**src/rtl/spi_flash_cmd_sequencer_if.sv**
```systemverilog
// Request/response and SPI byte-engine bundle for the flash sequencer.
// slave: sequencer side; master: requesters plus byte engine side.
interface spi_flash_cmd_sequencer_if;
   logic [1:0]  req_valid;
   logic [1:0]  req_write;
   logic [47:0] req_addr;
   logic [63:0] req_wdata;
   logic [1:0]  req_ready;
   logic [1:0]  rsp_valid;
   logic [31:0] rsp_rdata;
   logic        rsp_err;
   logic        s_css;
   logic        s_tx_valid;
   logic [7:0]  s_tx_byte;
   logic        s_byte_done;
   logic [7:0]  s_rx_byte;

   modport slave (
      input  req_valid, req_write, req_addr, req_wdata,
      input  s_byte_done, s_rx_byte,
      output req_ready, rsp_valid, rsp_rdata, rsp_err,
      output s_css, s_tx_valid, s_tx_byte
   );

   modport master (
      output req_valid, req_write, req_addr, req_wdata,
      output s_byte_done, s_rx_byte,
      input  req_ready, rsp_valid, rsp_rdata, rsp_err,
      input  s_css, s_tx_valid, s_tx_byte
   );
endinterface

```
**src/rtl/spi_flash_cmd_sequencer.sv**
```systemverilog
// Round-robin sharing of one SPI NOR byte engine between two requesters;
// sequences READ, WREN+PROGRAM and RDSR polling frames.
// Ports: p_clk, p_reset (async, active high), bus (slave modport):
//   req_* requests in, req_ready/rsp_* out, s_* byte engine link.
module spi_flash_cmd_sequencer #(
   parameter int          CS_GAP   = 2,
   parameter logic [15:0] POLL_MAX = 16'd1000
) (
   input logic                      p_clk,
   input logic                      p_reset,
   spi_flash_cmd_sequencer_if.slave bus
);
   typedef enum logic [3:0] {
      IDLE, WREN, GAP1, CMD, ADDR, DATA, GAP2, RDSR, POLL, DONE
   } state_t;

   state_t      state, state_n;
   logic        tx_on, tx_on_n;
   logic [1:0]  idx, idx_n;
   logic [15:0] pcnt, pcnt_n;
   logic [7:0]  hi_cnt, hi_cnt_n;
   logic        rr, rr_n;
   logic        owner, owner_n;
   logic        wr, wr_n;
   logic [23:0] addr, addr_n;
   logic [31:0] wdata, wdata_n;
   logic [31:0] rd, rd_n;
   logic [1:0]  ready, ready_n;
   logic [31:0] rdata, rdata_n;
   logic        err, err_n;
   logic        byte_st, done, gap_ok, win;
   logic [7:0]  tx_sel;

   assign byte_st = state inside {WREN, CMD, ADDR, DATA, RDSR, POLL};
   assign done    = tx_on & bus.s_byte_done;
   // hi_cnt counts prior chip-select-high cycles; the current one counts too
   assign gap_ok  = (int'(hi_cnt) + 1) >= CS_GAP;

   assign bus.s_css      = ~byte_st;
   assign bus.s_tx_valid = tx_on;
   assign bus.s_tx_byte  = tx_on ? tx_sel : 8'h00;
   assign bus.req_ready  = ready;
   assign bus.rsp_valid  = (state == DONE) ? (owner ? 2'b10 : 2'b01) : 2'b00;
   assign bus.rsp_rdata  = rdata;
   assign bus.rsp_err    = err;

   always_comb begin
      tx_sel = 8'h00;
      unique case (state)
         WREN: tx_sel = 8'h06;
         CMD:  tx_sel = wr ? 8'h02 : 8'h03;
         ADDR: begin
            unique case (idx)
               2'd0:    tx_sel = addr[23:16];
               2'd1:    tx_sel = addr[15:8];
               default: tx_sel = addr[7:0];
            endcase
         end
         DATA: begin
            if (wr) begin
               unique case (idx)
                  2'd0:    tx_sel = wdata[31:24];
                  2'd1:    tx_sel = wdata[23:16];
                  2'd2:    tx_sel = wdata[15:8];
                  default: tx_sel = wdata[7:0];
               endcase
            end
         end
         RDSR:    tx_sel = 8'h05;
         default: tx_sel = 8'h00;
      endcase
   end

   always_comb begin
      state_n  = state;
      tx_on_n  = 1'b0;
      idx_n    = idx;
      pcnt_n   = pcnt;
      rr_n     = rr;
      owner_n  = owner;
      wr_n     = wr;
      addr_n   = addr;
      wdata_n  = wdata;
      rd_n     = rd;
      ready_n  = 2'b00;
      rdata_n  = rdata;
      err_n    = err;
      win      = 1'b0;
      hi_cnt_n = 8'd0;
      if (bus.s_css)
         hi_cnt_n = (hi_cnt == 8'hFF) ? hi_cnt : hi_cnt + 8'd1;
      // first cycle of each byte state keeps tx_valid low, giving the
      // select-before-data cycle and the idle cycle between bytes
      if (byte_st)
         tx_on_n = ~done;
      unique case (state)
         IDLE: begin
            if (gap_ok && (|bus.req_valid)) begin
               win = (bus.req_valid == 2'b11) ? rr : bus.req_valid[1];
               if (bus.req_valid == 2'b11)
                  rr_n = ~rr;
               owner_n = win;
               wr_n    = bus.req_write[win];
               addr_n  = win ? bus.req_addr[47:24] : bus.req_addr[23:0];
               wdata_n = win ? bus.req_wdata[63:32] : bus.req_wdata[31:0];
               rd_n    = 32'd0;
               ready_n = win ? 2'b10 : 2'b01;
               state_n = bus.req_write[win] ? WREN : CMD;
            end
         end
         WREN: if (done) state_n = GAP1;
         GAP1: if (gap_ok) state_n = CMD;
         CMD: begin
            if (done) begin
               state_n = ADDR;
               idx_n   = 2'd0;
            end
         end
         ADDR: begin
            if (done) begin
               if (idx == 2'd2) begin
                  state_n = DATA;
                  idx_n   = 2'd0;
               end else begin
                  idx_n = idx + 2'd1;
               end
            end
         end
         DATA: begin
            if (done) begin
               if (!wr)
                  rd_n = {rd[23:0], bus.s_rx_byte};
               if (idx == 2'd3) begin
                  if (wr) begin
                     state_n = GAP2;
                  end else begin
                     state_n = DONE;
                     rdata_n = {rd[23:0], bus.s_rx_byte};
                     err_n   = 1'b0;
                  end
               end else begin
                  idx_n = idx + 2'd1;
               end
            end
         end
         GAP2: if (gap_ok) state_n = RDSR;
         RDSR: begin
            if (done) begin
               state_n = POLL;
               pcnt_n  = 16'd0;
            end
         end
         POLL: begin
            if (done) begin
               if (!bus.s_rx_byte[0]) begin
                  state_n = DONE;
                  rdata_n = 32'd0;
                  err_n   = 1'b0;
               end else if ((pcnt + 16'd1) >= POLL_MAX) begin
                  state_n = DONE;
                  rdata_n = 32'd0;
                  err_n   = 1'b1;
               end else begin
                  pcnt_n = pcnt + 16'd1;
               end
            end
         end
         DONE:    state_n = IDLE;
         default: state_n = IDLE;
      endcase
   end

   always_ff @(posedge p_clk or posedge p_reset) begin
      if (p_reset) begin
         state  <= IDLE;
         tx_on  <= 1'b0;
         idx    <= 2'd0;
         pcnt   <= 16'd0;
         hi_cnt <= 8'hFF;
         rr     <= 1'b0;
         owner  <= 1'b0;
         wr     <= 1'b0;
         addr   <= 24'd0;
         wdata  <= 32'd0;
         rd     <= 32'd0;
         ready  <= 2'b00;
         rdata  <= 32'd0;
         err    <= 1'b0;
      end else begin
         state  <= state_n;
         tx_on  <= tx_on_n;
         idx    <= idx_n;
         pcnt   <= pcnt_n;
         hi_cnt <= hi_cnt_n;
         rr     <= rr_n;
         owner  <= owner_n;
         wr     <= wr_n;
         addr   <= addr_n;
         wdata  <= wdata_n;
         rd     <= rd_n;
         ready  <= ready_n;
         rdata  <= rdata_n;
         err    <= err_n;
      end
   end
endmodule

```
**src/flat_wrapper.sv**
```systemverilog
// flat-port wrapper written by rule: the top's interface ports become plain ports
module spi_flash_cmd_sequencer_flat 
#(
   parameter int          CS_GAP   = 2,
   parameter logic [15:0] POLL_MAX = 16'd1000
)
  (p_clk, p_reset, bus_req_valid, bus_req_write, bus_req_addr, bus_req_wdata, bus_s_byte_done, bus_s_rx_byte, bus_req_ready, bus_rsp_valid, bus_rsp_rdata, bus_rsp_err, bus_s_css, bus_s_tx_valid, bus_s_tx_byte);
  spi_flash_cmd_sequencer_if bus_i ();
  input logic p_clk;
  input logic p_reset;
  input wire logic [$bits(bus_i.req_valid)-1:0] bus_req_valid;
  input wire logic [$bits(bus_i.req_write)-1:0] bus_req_write;
  input wire logic [$bits(bus_i.req_addr)-1:0] bus_req_addr;
  input wire logic [$bits(bus_i.req_wdata)-1:0] bus_req_wdata;
  input wire logic [$bits(bus_i.s_byte_done)-1:0] bus_s_byte_done;
  input wire logic [$bits(bus_i.s_rx_byte)-1:0] bus_s_rx_byte;
  output wire logic [$bits(bus_i.req_ready)-1:0] bus_req_ready;
  output wire logic [$bits(bus_i.rsp_valid)-1:0] bus_rsp_valid;
  output wire logic [$bits(bus_i.rsp_rdata)-1:0] bus_rsp_rdata;
  output wire logic [$bits(bus_i.rsp_err)-1:0] bus_rsp_err;
  output wire logic [$bits(bus_i.s_css)-1:0] bus_s_css;
  output wire logic [$bits(bus_i.s_tx_valid)-1:0] bus_s_tx_valid;
  output wire logic [$bits(bus_i.s_tx_byte)-1:0] bus_s_tx_byte;
  assign bus_i.req_valid = bus_req_valid;
  assign bus_i.req_write = bus_req_write;
  assign bus_i.req_addr = bus_req_addr;
  assign bus_i.req_wdata = bus_req_wdata;
  assign bus_i.s_byte_done = bus_s_byte_done;
  assign bus_i.s_rx_byte = bus_s_rx_byte;
  assign bus_req_ready = bus_i.req_ready;
  assign bus_rsp_valid = bus_i.rsp_valid;
  assign bus_rsp_rdata = bus_i.rsp_rdata;
  assign bus_rsp_err = bus_i.rsp_err;
  assign bus_s_css = bus_i.s_css;
  assign bus_s_tx_valid = bus_i.s_tx_valid;
  assign bus_s_tx_byte = bus_i.s_tx_byte;
  spi_flash_cmd_sequencer #(.CS_GAP(CS_GAP), .POLL_MAX(POLL_MAX)) u_core (.p_clk(p_clk), .p_reset(p_reset), .bus(bus_i));
endmodule
```
**config.mk**
```make
export PLATFORM = sky130hd
export DESIGN_NAME = spi_flash_cmd_sequencer_flat
export DESIGN_NICKNAME = d
export VERILOG_FILES = /design/src/rtl/spi_flash_cmd_sequencer_if.sv /design/src/rtl/spi_flash_cmd_sequencer.sv /design/src/flat_wrapper.sv
export SDC_FILE = /design/constraint.sdc
export NUM_CORES = 1
export LEC_CHECK = 0
export ABC_AREA = 0
export BUFFER_PORTS_ARGS = -buffer_cell sky130_fd_sc_hd__buf_2
export CAP_MARGIN = 20
export CORE_ASPECT_RATIO = 1.75
export CORE_MARGIN = 2
export CORE_UTILIZATION = 40
export DETAILED_ROUTE_END_ITERATION = 6
export PLACE_DENSITY = 0.73
export SYNTH_ARGS = -nofsm -noshare
export SYNTH_HDL_FRONTEND = slang
export SYNTH_SLANG_ARGS = --single-unit
```
**constraint.sdc**
```tcl
create_clock -name p_clk -period 6 [get_ports p_clk]
set_input_delay 0.9 -clock p_clk [delete_from_list [all_inputs] [get_ports p_clk]]
set_output_delay 0.9 -clock p_clk [all_outputs]
set_load 0.02 [all_outputs]
```
After elaboration in Yosys (flattened, before gate mapping)
Index checks and enable logic that the tools add are counted.
{ "word_totals": {"ff_bits": 149, "output_inout_bits": 47, "wordCells": 135} }
{ "op_classes": {"addsub": 4, "magnitude_cmp": 3, "eq_ne": 31, "muxes": 63, "n_bitwise": 4, "reduce_logical": 16} }
{ "op_table": {"columns": ["operator", "count"], "rows": [
  ["32-bit 2-to-1 mux", 7],
  ["24-bit 2-to-1 mux", 3],
  ["16-bit 2-to-1 mux", 4],
  ["32-bit case mux with 2 select lines", 1],
  ["4-bit 2-to-1 mux", 14],
  ["24-bit case mux with 2 select lines", 1],
  ["8-bit case mux with 5 select lines", 1],
  ["4-bit case mux with 9 select lines", 1],
  ["32-bit by 3-bit greater-or-equal comparator with 1-bit output, second input constant", 1],
  ["8-bit 2-to-1 mux", 4],
  ["16-bit case mux with 2 select lines", 1],
  ["8-bit case mux with 3 select lines", 1],
  ["2-bit 2-to-1 mux", 11],
  ["2-bit by 1-bit inequality test with 1-bit output, second input constant", 10],
  ["16-bit by 1-bit adder with 16-bit output, second input constant", 1],
  ["4-bit by 3-bit == test with 1-bit output, second input constant", 4],
  ["16-bit by 10-bit greater-or-equal comparator with 1-bit output, second input constant", 1],
  ["8-bit case mux with 2 select lines", 1],
  ["2-bit inequality test, second input constant", 6],
  ["12-bit AND reduction", 1],
  ["1-bit 2-to-1 mux", 11],
  ["5-bit AND reduction", 2],
  ["8-bit by 1-bit adder with 9-bit output, second input constant", 1],
  ["8-bit by 1-bit adder with 8-bit output, second input constant", 1],
  ["24 further kinds", 32]
]} }

Longest topological paths before layout
Gate-level depths: netlist of the first run.
{ "depth": {"depth_word": 7, "depth_mapped": 10, "ltp_nobuf": 8} }

Worst setup path before layout of the first run
OpenSTA, ideal clock, no wires.
{ "synth_timing": {"kind": "register to output", "from": "register u_core.idx[0]", "to": "output port bus_s_tx_byte[1]", "t_arrival_ns": 1.880, "path_slack_ns": 3.220, "path_stages_with_launch": 10, "path_buffers": 2, "path_cell_list": "dfrtp_1 -> inv_1 -> ha_1 -> clkbuf_1 -> clkbuf_1 -> a22oi_1 -> nand2_1 -> a22oi_1 -> o22a_1 -> nor2_1"} }
{ "synth_between": {"elab_chain_len": 5, "elab_cells_between_ends": 8, "classes_between": "eq/ne (2); mux (5); reduce/logical (1)"} }
{ "synth_rtl": {"columns": ["element", "line_no", "source"], "rows": [
  ["from (decl)", "spi_flash_cmd_sequencer.sv:19", "logic [1:0] idx, idx_n;"],
  ["from (signal assigned)", "spi_flash_cmd_sequencer.sv:192", "idx <= idx_n;"],
  ["2-bit == test, or another cell as far along", "spi_flash_cmd_sequencer.sv:61", "unique case (idx)"],
  ["8-bit case mux with 3 select lines", "spi_flash_cmd_sequencer.sv:61", null],
  ["8-bit 2-to-1 mux", "spi_flash_cmd_sequencer.sv:60", "if (wr) begin"],
  ["8-bit case mux with 5 select lines *", "spi_flash_cmd_sequencer.sv:49", "unique case (state)"],
  ["8-bit 2-to-1 mux *", "spi_flash_cmd_sequencer.sv:41", "assign bus.s_tx_byte = tx_on ? tx_sel : 8'h00;"],
  ["to (decl)", "flat_wrapper.sv:23", "output wire logic [$bits(bus_i.s_tx_byte)-1:0] bus_s_tx_byte;"]
]} }
Every way passes the cells marked *; elsewhere a longest branch is shown, timed or not.

Worst setup path in the final report of the first run
{ "layout_timing": {"from": "register u_core.idx[0]", "to": "output port bus_s_tx_byte[2]"} }
Same word-level chain as after synthesis.

==> results of run 1 <==
-- state kept, by name, summed over array words and instances (netlist names), 4 cells and up --
signal / cells
u_core.state: 4
u_core.pcnt: 16
u_core.addr: 24
u_core.hi_cnt: 8
u_core.bus.rsp_rdata: 32
u_core.rd: 24
u_core.wdata: 32
-- layout by cell type (no fill, tap or decap), types with 5 or more instances in the layout --
cell type | Yosys | routed
dfrtp_1 | 141 | 141
or3_1 | 8 | 8
and2_1 | 9 | 9
clkbuf_16 | 0 | 17
nand2_1 | 81 | 81
a21oi_1 | 86 | 86
xnor2_1 | 10 | 10
buf_2 | 19 | 173
dfstp_2 | 8 | 8
o22ai_1 | 8 | 8
inv_1 | 18 | 17
a22o_1 | 5 | 5
o21ai_1 | 9 | 7
a21boi_0 | 6 | 6
o21ai_0 | 27 | 27
nand3_1 | 16 | 16
nor2_1 | 87 | 86
a22oi_1 | 37 | 37
a222oi_1 | 8 | 8
ha_1 | 8 | 8
buf_4 | 0 | 10
mux2i_1 | 60 | 60
nor3_1 | 9 | 8
clkinvlp_4 | 0 | 5
o211ai_1 | 9 | 9
o2bb2ai_1 | 33 | 33
-- cell type report --
class,instances,area (µm²)
flip-flops and latches,149,3739
clock inverters,15,122.6
clock buffers,17,425.4
inverters,18,72.57
fillers,1783,9819
multi-input cells,590,3776
well taps,241,301.5
repair buffers,183,940.9
-- cells by family (layout without fill, tap and decap cells) --
kind of cell	Yosys count	in the layout	share of synthesized area [%]
flops	149	149	47.83
xor+xnor	11	11	1.233
buf+inv	78	233	4.146
compound gates	264	264	22.92
simple gates	244	244	14.47
fa+ha+maj	8	8	1.281
mux	63	63	8.116
-- worst max-delay path, delay by kind of cell (launching register included) --
family                     cells  cell delay [ns]
and+or+nand+nor                4             0.70
buffers and inverters          2             0.27
AOI/OAI and AO/OA              2             0.34
adders and majority gates      1             0.65
DFF                            1             0.44
-- how the worst max path moves through the flow --
| stage | start | depth (start not counted) | endpoint |
|---|---|---|---|
| after floorplan | p_reset | 1 | u_core.addr[0]$_DFFE_PP0P_ |
| after global placement | u_core.idx[0]$_DFFE_PP0P_ | 9 | bus_s_tx_byte[2] |
| after detailed placement | u_core.hi_cnt[0]$_DFFE_PP1P_ | 8 | u_core.rd[3]$_DFFE_PP0P_ |
| after CTS | u_core.idx[0]$_DFFE_PP0P_ | 9 | bus_s_tx_byte[2] |
| after global routing | u_core.idx[0]$_DFFE_PP0P_ | 9 | bus_s_tx_byte[2] |
| final | u_core.idx[0]$_DFFE_PP0P_ | 9 | bus_s_tx_byte[2] |
-- where the power goes --
group          total [mW]  leakage [nW]  internal, mW  switching, mW
Combinational        1.34          2.24         0.531          0.806
Sequential           1.52          1.70          1.28          0.241
Clock               0.996         0.256         0.537          0.459
Total                3.85          4.19          2.35           1.51
-- metrics by stage --
stage | setup WS [ns] | util [%] | total power, mW | cells
floorplan | 1.105 | - | 2.466 | 817
global placement | 2.775 | 45.99 | 2.836 | 1181
detailed placement | 2.642 | 45.99 | 2.871 | 1181
CTS | 2.235 | 48.85 | 3.884 | 1213
global route | 2.129 | 48.85 | 4.105 | 1213
finish | 2.256 | 48.85 | 3.854 | 1213
-- layer usage --
| metal | vias to the layer above | GRT usage, % | share of wire, % |
|---|---|---|---|
| met4 | 0 | 8.228 | 2.8 |
| met2 | 197 | 35.04 | 54 |
| li1 | 3271 | - | - |
| met3 | 35 | 3.029 | 4.3 |
| met5 | - | 0 | 0 |
| met1 | 3283 | 24.19 | 39 |
==> results.sh, run 1 <==
export IMPL_max_stage_delay_ns=0.65
export IMPL_r2r_start="u_core.hi_cnt[0]$_DFFE_PP1P_"
export IMPL_setup_violations=0
export IMPL_cts_clk_slew_worst_paths_ns=0.06
export IMPL_yosysTopAreaCell="dfrtp_1"
export IMPL_cts_buffer_depth=2
export IMPL_netlist_area_um2=7816
export IMPL_yosys_top_cells_count="141 x dfrtp_1, 87 x nor2_1, 86 x a21oi_1"
export IMPL_dp_hpwl_um=13980
export IMPL_grt_usage_pct=20.06
export IMPL_skew_ns=0.01341
export IMPL_postSynth_asyncResetShare_pct=100.0
export IMPL_critPathKind="flip-flop to output pin"
export IMPL_clk_latency_ns=0.43
export IMPL_cts_made_buffers=17
export IMPL_period_minus_slack_ns=3.744
export IMPL_drc=0
export IMPL_yosysMostFrequentCell="dfrtp_1"
export IMPL_maxCapViolCount=0
export IMPL_place_area_um2=8830
export IMPL_outcome="complete, no violations"
export IMPL_relSlewSlack_pct=31.22
export IMPL_final_antenna_net_count=0
export IMPL_arrival_ns=2.84
export IMPL_first_iter_violations=365
export IMPL_endpoint_kind="output pin"
export IMPL_timing_fmax_mhz=267.1
export IMPL_fp_dieW_um=109.7
export IMPL_hold_viol=0
export IMPL_final_area_um2=9378
export IMPL_min_path_type="flip-flop to flip-flop"
export IMPL_grt_pass1_wl_um=32570
export IMPL_crit_path_top_delay_cell="ha_1"
export IMPL_core_area_um2=19200
export IMPL_die_h_um=188.9
export IMPL_reg2regPathDepth=8
export IMPL_drv_slew=0
export IMPL_fin_crit_sh_pct=62.41
export IMPL_cts_sinks=149
export IMPL_overflow=0
export IMPL_start_util_pct=40.72
export IMPL_cts_tree="built"
export IMPL_yosys_area_top_type_share_pct=45.14
export IMPL_rsz0062_at_grt="no"
export IMPL_yosys_warnings=0
export IMPL_post_cts_setup_buffer_count=0
export IMPL_tns_ns=0
export IMPL_synth_edff_count=0
export IMPL_worst_slew_pin_slew_ns=1.029
export IMPL_ctsResizeCount=0
export IMPL_ys_flop_type="dfrtp_1"
export IMPL_peakVddDrop_mv=0.3561
export IMPL_hold_end="u_core.bus.rsp_rdata[24]$_DFFE_PP0P_"
export IMPL_path_cells="inv_1, ha_1, nor2_1, nand2_1, nand2_1, a22oi_1, o22ai_1, and2_1, buf_2"
export IMPL_first_pass_iters=5
export IMPL_syn_num_nets=952
export IMPL_ys_ff_latch=149
export IMPL_min_from="u_core.bus.rsp_rdata[24]$_DFFE_PP0P_"
export IMPL_leakage_nw=4.190
export IMPL_cp_common_cell="nand2_1"
export IMPL_via_count=6786
export IMPL_p_per_area_nw_per_um2=411.0
export IMPL_gp_congestion=0.8639
export IMPL_drive_gt1_share_pct=24.90
export IMPL_reg2reg_to="u_core.rd[22]$_DFFE_PP0P_"
export IMPL_yosysUniqueCellTypes=67
export IMPL_avgSynthCellArea_um2=9.567
export IMPL_holdBufCountCts=0
export IMPL_ys_seq_area_share_pct=47.83
export IMPL_ioPinCount=174
export IMPL_drt_total_wl_um=20210
export IMPL_die_area_um2=20720
export IMPL_rows=67
export IMPL_antenna_cells=0
export IMPL_area_growth_pct=19.98
export IMPL_cts_max_level=4
export IMPL_crit_fanout=18
export IMPL_portBuffers=173
export IMPL_viasPerCell=5.594
export IMPL_cp_start_kind="flip-flop"
export IMPL_fin_nets=1094
export IMPL_antenna_found_initial=0
export IMPL_rrSetupSlack_ns=2.61
export IMPL_cp_required_ns=5.10
export IMPL_wire_per_inst_um=16.66
export IMPL_synth_area_leaders="dfrtp_1 45%, mux2i_1 7.7%, a21oi_1 5.5%"
export IMPL_grt_pass1_vias=6495
export IMPL_hold_depth=1
export IMPL_worst_hold_slack_ns=0.5109
export IMPL_syn_instance_count=817
export IMPL_grt_max_degree=111
export IMPL_cts_root_buffer="clkbuf_16"
(Power assumes the default switching activity.)
==> run 2: changes to the inputs <==
--- a/config.mk
+++ b/config.mk
@@ -5,14 +5,14 @@
 export SDC_FILE = /design/constraint.sdc
 export NUM_CORES = 1
 export LEC_CHECK = 0
-export ABC_AREA = 0
+export ABC_AREA = 1
 export BUFFER_PORTS_ARGS = -buffer_cell sky130_fd_sc_hd__buf_2
 export CAP_MARGIN = 20
 export CORE_ASPECT_RATIO = 1.75
 export CORE_MARGIN = 2
 export CORE_UTILIZATION = 40
 export DETAILED_ROUTE_END_ITERATION = 6
-export PLACE_DENSITY = 0.73
+export PLACE_DENSITY = 0.75
 export SYNTH_ARGS = -nofsm -noshare
 export SYNTH_HDL_FRONTEND = slang
 export SYNTH_SLANG_ARGS = --single-unit
==> constraint.sdc (replaced) <==
create_clock -name p_clk -period 3 [get_ports p_clk]
set_input_delay 0.45 -clock p_clk [delete_from_list [all_inputs] [get_ports p_clk]]
set_output_delay 0.45 -clock p_clk [all_outputs]
set_load 0.02 [all_outputs]
==> run 2 against run 1 <==
Net effect: power grew 120%; highest routed layer unchanged; combinational power grew 140%; synthesized cell count grew 24%; non-clock buffer count grew 9; critical endpoint unchanged; critical path type unchanged; flip-flop and latch count is the same; first-iteration DRC count grew 27%; sequential share of layout area shrank 0.40 points.
==> results.sh, run 2 <==
export IMPL_outcome="complete, no violations"
export IMPL_cp_start_kind="flip-flop"
export IMPL_netlist_area_um2=7811
export IMPL_final_antenna_net_count=0
export IMPL_grt_pass1_vias=7433
export IMPL_synth_edff_count=0
export IMPL_core_area_um2=19110
export IMPL_relSlewSlack_pct=48.27
export IMPL_pre_cts_ws_ns=0.4105
export IMPL_leakage_nw=4.818
export IMPL_power_mw=8.304
export IMPL_first_pass_iters=5
export IMPL_reg2regPathDepth=11
export IMPL_drc=0
export IMPL_ff_latch_area_um2=3739
export IMPL_utilization_pct=49.56
export IMPL_die_area_um2=20710
export IMPL_ioPinCount=174
export IMPL_worst_slew_pin_slew_ns=0.7750
export IMPL_ys_seq_area_share_pct=47.86
export IMPL_p_per_area_nw_per_um2=876.7
export IMPL_die_h_um=188.9
export IMPL_cts_max_level=4
export IMPL_drv_slew=0
export IMPL_place_area_um2=8869
export IMPL_fillers=1899
export IMPL_crit_fanout=7
export IMPL_first_iter_violations=464
export IMPL_clk_latency_ns=0.43
export IMPL_rsz0062_at_grt="no"
export IMPL_fp_dieW_um=109.6
export IMPL_skew_ns=0.008051
export IMPL_fin_nets=1310
export IMPL_final_area_um2=9473
export IMPL_arrival_ns=2.39
export IMPL_portBuffers=173
export IMPL_tns_ns=0
export IMPL_hold_viol=0
export IMPL_path_cells="inv_1, nor2_1, nand2_1, nor2_4, inv_1, a31oi_1, o21ai_0, a31oi_1, buf_2"
export IMPL_wire_per_inst_um=14.89
export IMPL_synth_area_leaders="dfrtp_1 45%, nand2_1 17%, inv_1 4.6%"
export IMPL_drive_gt1_share_pct=23.06
export IMPL_holdBufCountCts=0
export IMPL_critPathKind="flip-flop to output pin"
export IMPL_setup_violations=0
export IMPL_antenna_cells=0
export IMPL_yosysTopAreaCell="dfrtp_1"
export IMPL_timing_fmax_mhz=352.5
export IMPL_dp_hpwl_um=15540
export IMPL_rrSetupSlack_ns=0.38
export IMPL_layout_common_cells="355 x nand2_1, 173 x buf_2, 141 x dfrtp_1"
export IMPL_cts_buffer_depth=2
export IMPL_final_common_cell="nand2_1"
export IMPL_yosys_warnings=0
export IMPL_avgSynthCellArea_um2=7.726
export IMPL_setup_ws_ns=0.1632
export IMPL_reg2reg_to="u_core.bus.rsp_rdata[21]$_DFFE_PP0P_"
export IMPL_yosys_top_cells_count="355 x nand2_1, 141 x dfrtp_1, 95 x inv_1"
export IMPL_yosys_area_top_type_share_pct=45.17
export IMPL_cts_tree="built"
export IMPL_grt_usage_pct=21.47
export IMPL_cp_required_ns=2.55
export IMPL_yosysUniqueCellTypes=39
export IMPL_via_count=7422
export IMPL_max_stage_delay_ns=0.42
export IMPL_overflow=0
export IMPL_period_minus_slack_ns=2.837
export IMPL_endpoint_kind="output pin"
export IMPL_r2r_start="u_core.pcnt[0]$_DFFE_PP0P_"
export IMPL_gp_congestion=0.8997
export IMPL_grt_max_degree=56
export IMPL_area_growth_pct=21.27
export IMPL_viasPerCell=5.194
export IMPL_maxCapViolCount=0
export IMPL_syn_num_nets=1146
export IMPL_ys_ff_latch=149
export IMPL_syn_instance_count=1011
export IMPL_cts_clk_slew_worst_paths_ns=0.07
export IMPL_cts_sinks=149
export IMPL_drt_total_wl_um=21270
export IMPL_cts_root_buffer="clkbuf_16"
export IMPL_start_util_pct=40.87
export IMPL_antenna_found_initial=0
export IMPL_peakVddDrop_mv=0.5984
export IMPL_crit_path_top_delay_cell="dfrtp_1"
export IMPL_fin_crit_sh_pct=94.56
export IMPL_cts_made_buffers=17
export IMPL_grt_pass1_wl_um=34910
export IMPL_yosysMostFrequentCell="nand2_1"
export IMPL_ys_flop_type="dfrtp_1"
export IMPL_min_path_type="primary input to async pin"
export IMPL_postSynth_asyncResetShare_pct=100.0
export IMPL_rows=67
export IMPL_multi_input_area_um2=3422
==> run 2: cell type report <==
| class | count | area share, % |
|---|---|---|
| Clock buffer | 17 | 4.491 |
| Clock inverter | 15 | 1.519 |
| Inverter | 101 | 4.042 |
| Multi-Input combinational cell | 714 | 36.12 |
| Sequential cell | 149 | 39.47 |
| Tap cell | 241 | 3.183 |
| Timing Repair Buffer | 192 | 11.17 |
==> run 2: critical path: cells and delay by family, from the launching register on <==
family / cells / cell delay, ns
flip-flops: 1 / 0.42
AO/OA/AOI/OAI: 3 / 0.51
buffers and inverters: 3 / 0.38
AND/OR/NAND/NOR: 3 / 0.65
==> run 2: how the worst max path moves through the flow <==
stage,from,to,slack [ns],cells past startpoint
6_report,u_core.state[0]$_DFFE_PP0P_,bus_s_tx_byte[2],0.16,9
5_1_grt,u_core.idx[0]$_DFFE_PP0P_,bus_s_tx_byte[2],0.04,8
4_1_cts,u_core.idx[0]$_DFFE_PP0P_,bus_s_tx_byte[2],0.02,8
3_5_place_dp,u_core.pcnt[0]$_DFFE_PP0P_,u_core.bus.rsp_rdata[21]$_DFFE_PP0P_,0.41,11
3_3_place_gp,u_core.idx[0]$_DFFE_PP0P_,bus_s_tx_byte[2],0.48,8
2_1_floorplan,p_reset,u_core.addr[0]$_DFFE_PP0P_,0.68,1
==> run 2: kinds of logic after synthesis <==
family                     count (synthesis)  share of synthesized area (%)
and+or+nand+nor                          599                          33.45
AOI/OAI and AO/OA                        105                          8.538
buffers and inverters                    148                          8.650
adders and majority gates                  8                          1.281
xor gates and xnor gates                   2                         0.2243
DFF                                      149                          47.86
==> run 2: power breakdown <==
part           switching (mW)  internal, mW  leakage [nW]
Sequential              0.381          2.65          1.93
Clock                   0.927          1.16         0.274
Combinational            2.09          1.09          2.61
==> run 2: timing repair <==
action / in CTS / in global routing
setup endpoints to repair: 0 / 7
resized for setup: 0 / 4
buffers inserted: 0 / 3
==> run 2: per-layer routing <==
layer / GRT usage (%) / share of wire, %
met1: 23.86 / 38
met2: 38.84 / 54
met3: 2.960 / 4.0
met4: 10.91 / 4.0
met5: 0 / 0
==> run 2: metrics by stage <==
| step | instances | hold slack (ns) |
|---|---|---|
| floorplan | 1011 | 0.4530 |
| detailed placement | 1394 | 0.4572 |
| finish | 1429 | 0.08419 |
| global route | 1429 | 0.1188 |
| CTS | 1426 | 0.09022 |
| global placement | 1394 | 0.4567 |
